### src/rtl/mem_ctrl_pkg.sv
// Shared widths and response-FSM encoding for the memory request/response path.
// Imported by the arbiter top.
package mem_ctrl_pkg;

  localparam int DATA_WIDTH     = 32;
  localparam int ADDR_WIDTH     = 31;
  localparam int TID_WIDTH      = 16;

  // Request FIFO word {tid, rw, addr, data} and response FIFO word {tid, data}
  localparam int REQ_WIDTH      = TID_WIDTH + 1 + ADDR_WIDTH + DATA_WIDTH;
  localparam int DP_DATA_WIDTH  = TID_WIDTH + DATA_WIDTH;
  localparam int VPI_DATA_WIDTH = DATA_WIDTH;

  typedef enum logic {
    RSP_IDLE = 1'b0,
    RSP_HOLD = 1'b1
  } rsp_state_t;

endpackage

### src/rtl/rr_arbiter.sv
// Combinational round-robin grant: first asserted request at or after i_ptr,
// searching upward with wrap. NUM_PORTS must be a power of two.
module rr_arbiter #(
  parameter int NUM_PORTS = 4,
  parameter int PORT_BITS = 2
) (
  input  logic [NUM_PORTS-1:0] i_req,
  input  logic [PORT_BITS-1:0] i_ptr,
  output logic [NUM_PORTS-1:0] o_gnt,
  output logic [PORT_BITS-1:0] o_gnt_idx,
  output logic                 o_gnt_valid
);

  always_comb begin
    logic [PORT_BITS-1:0] w_cand;
    // NOTE: every output gets a default before the search so no path leaves a
    // value unassigned, which is what keeps this block from inferring latches.
    o_gnt       = '0;
    o_gnt_idx   = '0;
    o_gnt_valid = 1'b0;
    w_cand      = '0;
    for (int off = 0; off < NUM_PORTS; off++) begin
      w_cand = i_ptr + PORT_BITS'(off);
      if (!o_gnt_valid && i_req[w_cand]) begin
        o_gnt_valid   = 1'b1;
        o_gnt_idx     = w_cand;
        o_gnt[w_cand] = 1'b1;
      end
    end
  end

endmodule

### src/rtl/mem_req_arbiter.sv
// Shares one memory request channel among NUM_PORTS requesters (round-robin,
// per-port outstanding limit) and routes responses back by the tid port field.
module mem_req_arbiter #(
  parameter int NUM_PORTS       = 4,
  parameter int PORT_BITS       = 2,
  parameter int DATA_WIDTH      = 32,
  parameter int ADDR_WIDTH      = 31,
  parameter int TID_WIDTH       = 16,
  parameter int TAG_WIDTH       = TID_WIDTH - PORT_BITS,
  parameter int MAX_OUTSTANDING = 8,
  parameter int CNT_WIDTH       = 4
) (
  input  logic                                        clk,
  input  logic                                        reset,
  input  logic [NUM_PORTS-1:0]                        req_valid,
  output logic [NUM_PORTS-1:0]                        req_ready,
  input  logic [NUM_PORTS-1:0]                        req_rw,
  input  logic [NUM_PORTS*ADDR_WIDTH-1:0]             req_addr,
  input  logic [NUM_PORTS*DATA_WIDTH-1:0]             req_data,
  input  logic [NUM_PORTS*TAG_WIDTH-1:0]              req_tag,
  output logic                                        fifo_wr_en,
  output logic [TID_WIDTH+1+ADDR_WIDTH+DATA_WIDTH-1:0] fifo_wr_data,
  input  logic                                        fifo_full,
  output logic                                        fifo_rd_en,
  input  logic [TID_WIDTH+DATA_WIDTH-1:0]             fifo_rd_data,
  input  logic                                        fifo_empty,
  output logic [NUM_PORTS-1:0]                        rsp_valid,
  input  logic [NUM_PORTS-1:0]                        rsp_ready,
  output logic [TAG_WIDTH-1:0]                        rsp_tag,
  output logic [DATA_WIDTH-1:0]                       rsp_data,
  output logic                                        err_stray
);

  import mem_ctrl_pkg::*;

  logic [PORT_BITS-1:0]  r_rr_ptr;
  logic [CNT_WIDTH-1:0]  r_cnt [NUM_PORTS];
  rsp_state_t            r_state;
  rsp_state_t            w_state_nxt;
  logic [PORT_BITS-1:0]  r_rsp_port;
  logic [TAG_WIDTH-1:0]  r_rsp_tag;
  logic [DATA_WIDTH-1:0] r_rsp_data;
  logic                  r_err_stray;

  logic [NUM_PORTS-1:0]  w_eligible;
  logic [NUM_PORTS-1:0]  w_gnt;
  logic [PORT_BITS-1:0]  w_gnt_idx;
  logic                  w_gnt_valid;
  logic                  w_issue_en;
  logic [PORT_BITS-1:0]  w_pop_port;
  logic                  w_pop;
  logic                  w_pop_stray;
  logic                  w_rsp_hs;
  logic [NUM_PORTS-1:0]  w_cnt_inc;
  logic [NUM_PORTS-1:0]  w_cnt_dec;

  // ---------------------------------------------------------------- issue path
  // Nothing is granted while reset is held, so no push happens in a reset cycle.
  assign w_issue_en = reset && !fifo_full;

  always_comb begin
    w_eligible = '0;
    for (int i = 0; i < NUM_PORTS; i++) begin
      w_eligible[i] = w_issue_en && req_valid[i] &&
                      (r_cnt[i] < CNT_WIDTH'(MAX_OUTSTANDING));
    end
  end

  rr_arbiter #(
    .NUM_PORTS (NUM_PORTS),
    .PORT_BITS (PORT_BITS)
  ) u_rr_arbiter (
    .i_req       (w_eligible),
    .i_ptr       (r_rr_ptr),
    .o_gnt       (w_gnt),
    .o_gnt_idx   (w_gnt_idx),
    .o_gnt_valid (w_gnt_valid)
  );

  assign req_ready    = w_gnt;
  assign fifo_wr_en   = w_gnt_valid;
  assign fifo_wr_data = {w_gnt_idx,
                         req_tag[w_gnt_idx*TAG_WIDTH +: TAG_WIDTH],
                         req_rw[w_gnt_idx],
                         req_addr[w_gnt_idx*ADDR_WIDTH +: ADDR_WIDTH],
                         req_data[w_gnt_idx*DATA_WIDTH +: DATA_WIDTH]};

  always_ff @(posedge clk) begin
    // NOTE: state registers use non-blocking assignment so every flop samples
    // the pre-edge values regardless of block ordering.
    if (!reset) begin
      r_rr_ptr <= '0;
    end else if (w_gnt_valid) begin
      r_rr_ptr <= w_gnt_idx + 1'b1;
    end
  end

  // ------------------------------------------------------------- response path
  assign w_pop_port = fifo_rd_data[TID_WIDTH+DATA_WIDTH-1 -: PORT_BITS];

  always_comb begin
    w_state_nxt = r_state;
    w_pop       = 1'b0;
    w_pop_stray = 1'b0;
    w_rsp_hs    = 1'b0;
    case (r_state)
      RSP_IDLE: begin
        if (reset && !fifo_empty) begin
          w_pop = 1'b1;
          if (r_cnt[w_pop_port] == '0) begin
            w_pop_stray = 1'b1;
          end else begin
            w_state_nxt = RSP_HOLD;
          end
        end
      end
      RSP_HOLD: begin
        if (rsp_ready[r_rsp_port]) begin
          w_rsp_hs    = 1'b1;
          w_state_nxt = RSP_IDLE;
        end
      end
    endcase
  end

  always_ff @(posedge clk) begin
    if (!reset) begin
      r_state <= RSP_IDLE;
    end else begin
      r_state <= w_state_nxt;
    end
  end

  always_ff @(posedge clk) begin
    if (!reset) begin
      r_rsp_port  <= '0;
      r_rsp_tag   <= '0;
      r_rsp_data  <= '0;
      r_err_stray <= 1'b0;
    end else begin
      if (w_pop && !w_pop_stray) begin
        r_rsp_port <= w_pop_port;
        r_rsp_tag  <= fifo_rd_data[DATA_WIDTH +: TAG_WIDTH];
        r_rsp_data <= fifo_rd_data[DATA_WIDTH-1:0];
      end
      if (w_pop_stray) begin
        r_err_stray <= 1'b1;
      end
    end
  end

  assign fifo_rd_en = w_pop;
  assign rsp_tag    = r_rsp_tag;
  assign rsp_data   = r_rsp_data;
  assign err_stray  = r_err_stray;

  always_comb begin
    rsp_valid = '0;
    if (r_state == RSP_HOLD) begin
      rsp_valid[r_rsp_port] = 1'b1;
    end
  end

  // ------------------------------------------------------- outstanding counters
  always_comb begin
    w_cnt_inc = w_gnt;
    w_cnt_dec = '0;
    for (int i = 0; i < NUM_PORTS; i++) begin
      w_cnt_dec[i] = w_rsp_hs && (r_rsp_port == PORT_BITS'(i));
    end
  end

  always_ff @(posedge clk) begin
    for (int i = 0; i < NUM_PORTS; i++) begin
      // NOTE: the counter array is reset element by element; it is control state
      // that gates grants, unlike a data RAM whose contents may power up unknown.
      if (!reset) begin
        r_cnt[i] <= '0;
      end else if (w_cnt_inc[i] && !w_cnt_dec[i]) begin
        r_cnt[i] <= r_cnt[i] + 1'b1;
      end else if (w_cnt_dec[i] && !w_cnt_inc[i]) begin
        r_cnt[i] <= r_cnt[i] - 1'b1;
      end
    end
  end

endmodule

### config.mk
export PLATFORM = sky130hd
export DESIGN_NAME = mem_req_arbiter
export DESIGN_NICKNAME = d
export VERILOG_FILES = /design/src/rtl/mem_ctrl_pkg.sv /design/src/rtl/rr_arbiter.sv /design/src/rtl/mem_req_arbiter.sv
export SDC_FILE = /design/constraint.sdc
export NUM_CORES = 1
export LEC_CHECK = 0
export CAP_MARGIN = 25
export CORE_AREA = 2 2 195 197
export DETAILED_ROUTE_END_ITERATION = 8
export DIE_AREA = 0 0 197 199
export PLACE_DENSITY = 0.47
export SYNTH_ARGS = -nofsm -noshare
export SYNTH_HDL_FRONTEND = slang
export SYNTH_SLANG_ARGS = --single-unit
### constraint.sdc
create_clock -name clk -period 12.5 [get_ports clk]
set_clock_uncertainty 0.1 [all_clocks]
set_input_delay 3.125 -clock clk [delete_from_list [all_inputs] [get_ports clk]]
set_output_delay 3.125 -clock clk [all_outputs]
set_load 0.1 [all_outputs]
# Yosys cells after proc, flatten, opt, wreduce, memory -nomap -nowiden
# Memories as Yosys holds them, arrays and structs flattened.
# Cells that the tools add are included.
# op_classes
addsub	12
mul	2
order_cmp	15
eq_ne	3
shifts	3
n_mux	83
n_bitwise	12
n_reduce_logical	47
# ops
operator	n
$shiftx A128 B8 Y32	1
$shiftx A124 B8 Y31	1
$shiftx A56 B7 Y14	1
$mux W1	54
$mux W4	13
$logic_and A1 B1 Y1	31
$lt A2 B3 Y1 const B	6
$add A4 B1 Y4 const B	4
$lt A4 B4 Y1 const B	4
$sub A4 B1 Y4 const B	4
$logic_not A1 Y1	14
$bmux W1 S2	6
$or A4 B4 Y4	3
$demux W1 S2	5
$ge A2 B1 Y1 const B	5
$mux W2	4
$or A1 B1 Y1	8
$mul A2 B5 Y7 const B	1
$mul A2 B3 Y5 const B	1
$add A2 B1 Y2 const B	2
$add A2 B2 Y2 const B	2
$eq A2 B2 Y1 const B	2
$logic_not A4 Y1	1
$eq A2 B1 Y1 const B	1
other kinds (3)	3
# totals
reg_bits	52
mem_bits_rw	16
in_bits	372
wordCells	184
mem_count	1
# memory_table
name	depth	width	rd	rd_ports_with_merged_regs	write_ports	line_no	rtl
r_cnt	4	4	5	0	4	mem_req_arbiter.sv:37	logic [CNT_WIDTH-1:0] r_cnt [NUM_PORTS];

# Logic depth before layout (Yosys ltp)
# Gate-level depths: netlist of run 1.
# logic_depth
ltp_word	23
depth_mapped	17

# Cells and area by module
# From an unflattened synthesis of run 1, not the netlist that was laid out.
# hier_totals
cells_unflattened	513
area_unflattened_um2	5516.5
# by_module_without_submodules
mod	n_inst	cells_per_inst	area_each_um2	seq_area_each_um2
mem_req_arbiter	1	468	5097.4	1521.5
rr_arbiter	1	45	419.2	0.0

# Worst setup path before layout of run 1
# No wires, ideal clock.
# synth_timing
path_type	input to output
startpoint	in fifo_full
endpoint	out fifo_wr_data[12]
t_arrival_ps	6962
path_slack_ps	2313
path_stages	9
n_path_buf	2
path_cell_list	nand4bb_1 -> mux2i_1 -> o21ai_0 -> a31o_2 -> inv_2 -> buf_2 -> buf_1 -> nand2_1 -> a31oi_1
# synth_via
elab_chain_cells	17
elab_cells_between_ends	32
cone_classes	shift (1); mux (15); reduce/logical (16)
# synth_lines
item	line_no	rtl
start, declared	mem_req_arbiter.sv:23	input logic fifo_full,
$logic_not A1 Y1 *	mem_req_arbiter.sv:59	assign w_issue_en = reset && !fifo_full;
$logic_and A1 B1 Y1 *	mem_req_arbiter.sv:59	
$logic_and A1 B1 Y1 (2 in series)	mem_req_arbiter.sv:64	w_eligible[i] = w_issue_en && req_valid[i] &&
$bmux W1 S2	rr_arbiter.sv:24	if (!o_gnt_valid && i_req[w_cand]) begin
$mux W1 (implied by the code)	rr_arbiter.sv:24	
$mux W1	rr_arbiter.sv:24	
$logic_not A1 Y1	rr_arbiter.sv:24	
$logic_and A1 B1 Y1	rr_arbiter.sv:24	
$mux W1	rr_arbiter.sv:24	
$logic_not A1 Y1	rr_arbiter.sv:24	
$logic_and A1 B1 Y1	rr_arbiter.sv:24	
$mux W1	rr_arbiter.sv:24	
$logic_not A1 Y1	rr_arbiter.sv:24	
$logic_and A1 B1 Y1	rr_arbiter.sv:24	
$mux W2 *	rr_arbiter.sv:24	
via fifo_wr_data[79]	mem_req_arbiter.sv:22	output logic [TID_WIDTH+1+ADDR_WIDTH+DATA_WIDTH-1:0] fifo_wr_data,
$shiftx A128 B8 Y32 *	mem_req_arbiter.sv:86	req_data[w_gnt_idx*DATA_WIDTH +: DATA_WIDTH]};
end, declared	mem_req_arbiter.sv:22	
# Mark *: on every way through the listed nets, which the timed path passes. The rest lies on a longest branch. The select of a mux whose other input is x is not followed.

# Worst setup path in the final report of run 1
# layout_timing
startpoint	in reset
endpoint	out fifo_wr_data[63]
# layout_via
elab_chain_cells	17
elab_cells_between_ends	32
cone_classes	mux (17); reduce/logical (15)
# layout_lines
item	line_no	rtl
start, declared	mem_req_arbiter.sv:14	input logic reset,
$logic_and A1 B1 Y1 *	mem_req_arbiter.sv:59	
$logic_and A1 B1 Y1 (2 in series)	mem_req_arbiter.sv:64	
$bmux W1 S2	rr_arbiter.sv:24	
$mux W1 (implied by the code)	rr_arbiter.sv:24	
$mux W1	rr_arbiter.sv:24	
$logic_not A1 Y1	rr_arbiter.sv:24	
$logic_and A1 B1 Y1	rr_arbiter.sv:24	
$mux W1	rr_arbiter.sv:24	
$logic_not A1 Y1	rr_arbiter.sv:24	
$logic_and A1 B1 Y1	rr_arbiter.sv:24	
$mux W1	rr_arbiter.sv:24	
$logic_not A1 Y1	rr_arbiter.sv:24	
$logic_and A1 B1 Y1	rr_arbiter.sv:24	
$mux W2 *	rr_arbiter.sv:24	
$bmux W1 S2 *	mem_req_arbiter.sv:84	req_rw[w_gnt_idx],
$mux W1 (implied by the code) *	mem_req_arbiter.sv:84	
# Every way passes the cells marked *; elsewhere a longest branch is shown, timed or not. The select of a mux whose other input is x is not followed.

==> results of run 1 <==
final timing paths:
check                         endpoint                     start
max                   fifo_wr_data[63]                     reset
min           rsp_data[8]$_SDFFE_PN0P_  rsp_data[8]$_SDFFE_PN0P_
max reg2reg  r_cnt[2][3]$_SDFFCE_PN0P_  r_rr_ptr[0]$_SDFFE_PN0P_
min reg2reg   rsp_data[8]$_SDFFE_PN0P_  rsp_data[8]$_SDFFE_PN0P_
cells by family (layout without fill, tap and decap cells):
logic type                 count (synthesis)  after routing
adders and majority gates                 17             17
DFF                                       68             68
and+or+nand+nor                          577            577
AOI/OAI and AO/OA                        174            174
buffers and inverters                     91            553
muxes                                     12             12
xor gates and xnor gates                   4              4
layout by cell type, fill, tap and decap left out, types with 16 or more instances in the layout:
master and count:
nand2_1 427, ha_1 16, a31oi_1 81, a21oi_1 57, clkdlybuf4s50_1 460, and3_1 83
nor2_1 19, inv_1 16, edfxtp_1 16, dfxtp_1 52, buf_4 53
state kept, by name, summed over array words and instances, names as in the netlist:
register    count
r_rr_ptr        2
err_stray       1
rsp_tag        14
r_rsp_port      2
r_state         1
r_cnt          16
rsp_data       32
routing by layer:
layer  global-route usage  vias to the layer above
met4               0.0334                        2
met3               0.0404                       26
met5                    0                        -
met2                0.297                      293
li1                     -                     4132
met1                0.219                     3940
cell type report:
class                      count  area [sq um]  area share
tap                          474           593      0.0504
inverter                      20          80.1     0.00680
clock inverter                 5          41.3     0.00351
clock buffer                  11           254      0.0216
multi-input combinational    784          4200       0.357
sequential                    68          1520       0.129
timing repair buffer         517          5080       0.432
power breakdown:
part           leakage (nW)  switching, mW  internal (mW)
clock network         0.138          0.107          0.148
registers             0.590         0.0283          0.253
logic                  3.98           1.05          0.380
total                  4.71           1.18          0.781
stage by stage:
stage	setup WS, ns	power [mW]	hold slack [ns]	cell area [sq um]
final	1.60	1.96	0.353	11800
after global routing	1.28	2.05	0.366	11800
after CTS	1.55	1.98	0.355	11800
after detailed placement	1.59	1.72	0.346	11500
after global placement	1.69	1.72	0.341	11500
after floorplan	2.31	1.32	0.396	6150
worst max-delay path: cells and delay by family:
family	cells	cell delay (ns)
AND/OR/NAND/NOR	2	0.49
multiplexers	1	0.60
buffers and inverters	3	2.40
AO/OA/AOI/OAI	3	0.92
==> run metrics, run 1 <==
hold path depth 2; GP Congestion 0.876; status complete, no violations; largest net degree at the start of global routing 104; vias in the first global route 8282; I/O Pins 509; Lkg Pwr 4.71 nW; normalized max-slew margin 0.283; Residual DRC 0; Max clock buf depth 2; Setup CP Type input port to output pin; syn nets 1332; Post-Syn Area 6150 sq um; startpoint types input port; EDFF count, synth 16; Synth Instances 943; critical path required time 9.27 ns; Post-Synth Simple-Gate Area 0.420; Die ar. 39200 sq um; r2r setup slk 7.70 ns; VDD IR-drop max 0.137 mV; Post-CTS Setup Bufs 0; IO buf count 508; setup tns final 0 ns; H-tree depth 3; clk root buf clkbuf_16; # clock sinks 68; post-detailed-routing wire length 36000 microns; max incr delay on CP 1.21 ns; top sig layer met5; GR Overflow Total 0; top cells by count, synth nand2_1, and3_1, a31oi_1; Final Non-Filler Cells 1879; worst-case reg-to-reg path depth 15; Hold/Removal Path Class flip-flop to flip-flop; post-route ant nets 0; worst skew pair latency 0.34 ns; post-layout util 0.317; Slew @ Worst Pin 1.07 ns; Synth Area in Adders 0.0358; routed wl met3 2510 microns; routed via count 8393; Worst-path clk slew 0.05 ns; Total Routing Usage GR 0.172; Yosys top cell by area nand2_1; XOR/XNOR share of the synthesized area 0.00692; post-DP HPWL 28900 microns; Main synth FF type dfxtp_1; WL met1 15200 microns; Max Fclk 0.0918 GHz; # hold bufs at CTS 0; routed len/inst 19.2 microns; CTS tree built; Final setup viols 0; post-CTS sizing 0; worst-path cell chain clkdlybuf4s50_1 > nand4bb_1 > mux4_2 > and2_4 > o21ai_2 > o21a_4 > inv_4 > a31oi_1 > clkdlybuf4s50_1; die span in y 199 microns; critical path endpoint category output pin; P per Cell Area 167 nW/um^2; Initial DRC Count 440; crit path DAT 7.67 ns; compound-cell area share of the yosys netlist 0.184; max cap viols 0; post-synth top area share 0.261; Area contributors post-synth nand2_1, dfxtp_1, and3_1; Final min period 10.90 ns; DR WL met2 17900 microns; post-synthesis average cell area 6.52 sq um; Num CTS Buffers 9; Final Cycle Share 0.872; slowest CP cell clkdlybuf4s50_1; Crit path top cell by count clkdlybuf4s50_1; area delta synth->final 91.4%; row cnt 71; DR pass1 iterations 5; initial antenna violation count 1; crit path max fanout 62; share of layout cells above drive strength 1 0.0783; chip width 197 microns; Yosys reg bits 68; sequential share of the synthesized area 0.247; Slew Limit Fails 0; multiplexer area fraction after synthesis 0.0336; most frequent cell after synthesis nand2_1; Yosys Warn Count 0; largest family of logic cells by synthesized area simple AND/OR/NAND/NOR gates; final hold violation count 0; number of diodes 0; first-pass GRT wire length 50800 microns; Placed Instances 1863; RSZ-0062 raised after global routing false; Core Box Area 37100 sq um; Filler Cells Inserted 4040; initial core utilization 0.166; Netlist cell types 65; net total in the final layout 1789; ys async rst share 0; vias per cell 4.47
(Power assumes the default switching activity.)
==> inputs of run 2 (changes only) <==
--- a/config.mk
+++ b/config.mk
@@ -7,9 +7,11 @@
 export LEC_CHECK = 0
 export CAP_MARGIN = 25
 export CORE_AREA = 2 2 195 197
+export CTS_CLUSTER_SIZE = 24
 export DETAILED_ROUTE_END_ITERATION = 8
 export DIE_AREA = 0 0 197 199
 export PLACE_DENSITY = 0.47
+export SETUP_SLACK_MARGIN = 0.02
 export SYNTH_ARGS = -nofsm -noshare
 export SYNTH_HDL_FRONTEND = slang
 export SYNTH_SLANG_ARGS = --single-unit
==> results of run 2 <==
No change in the layout: final DEF, timing and power equal those of run 1.
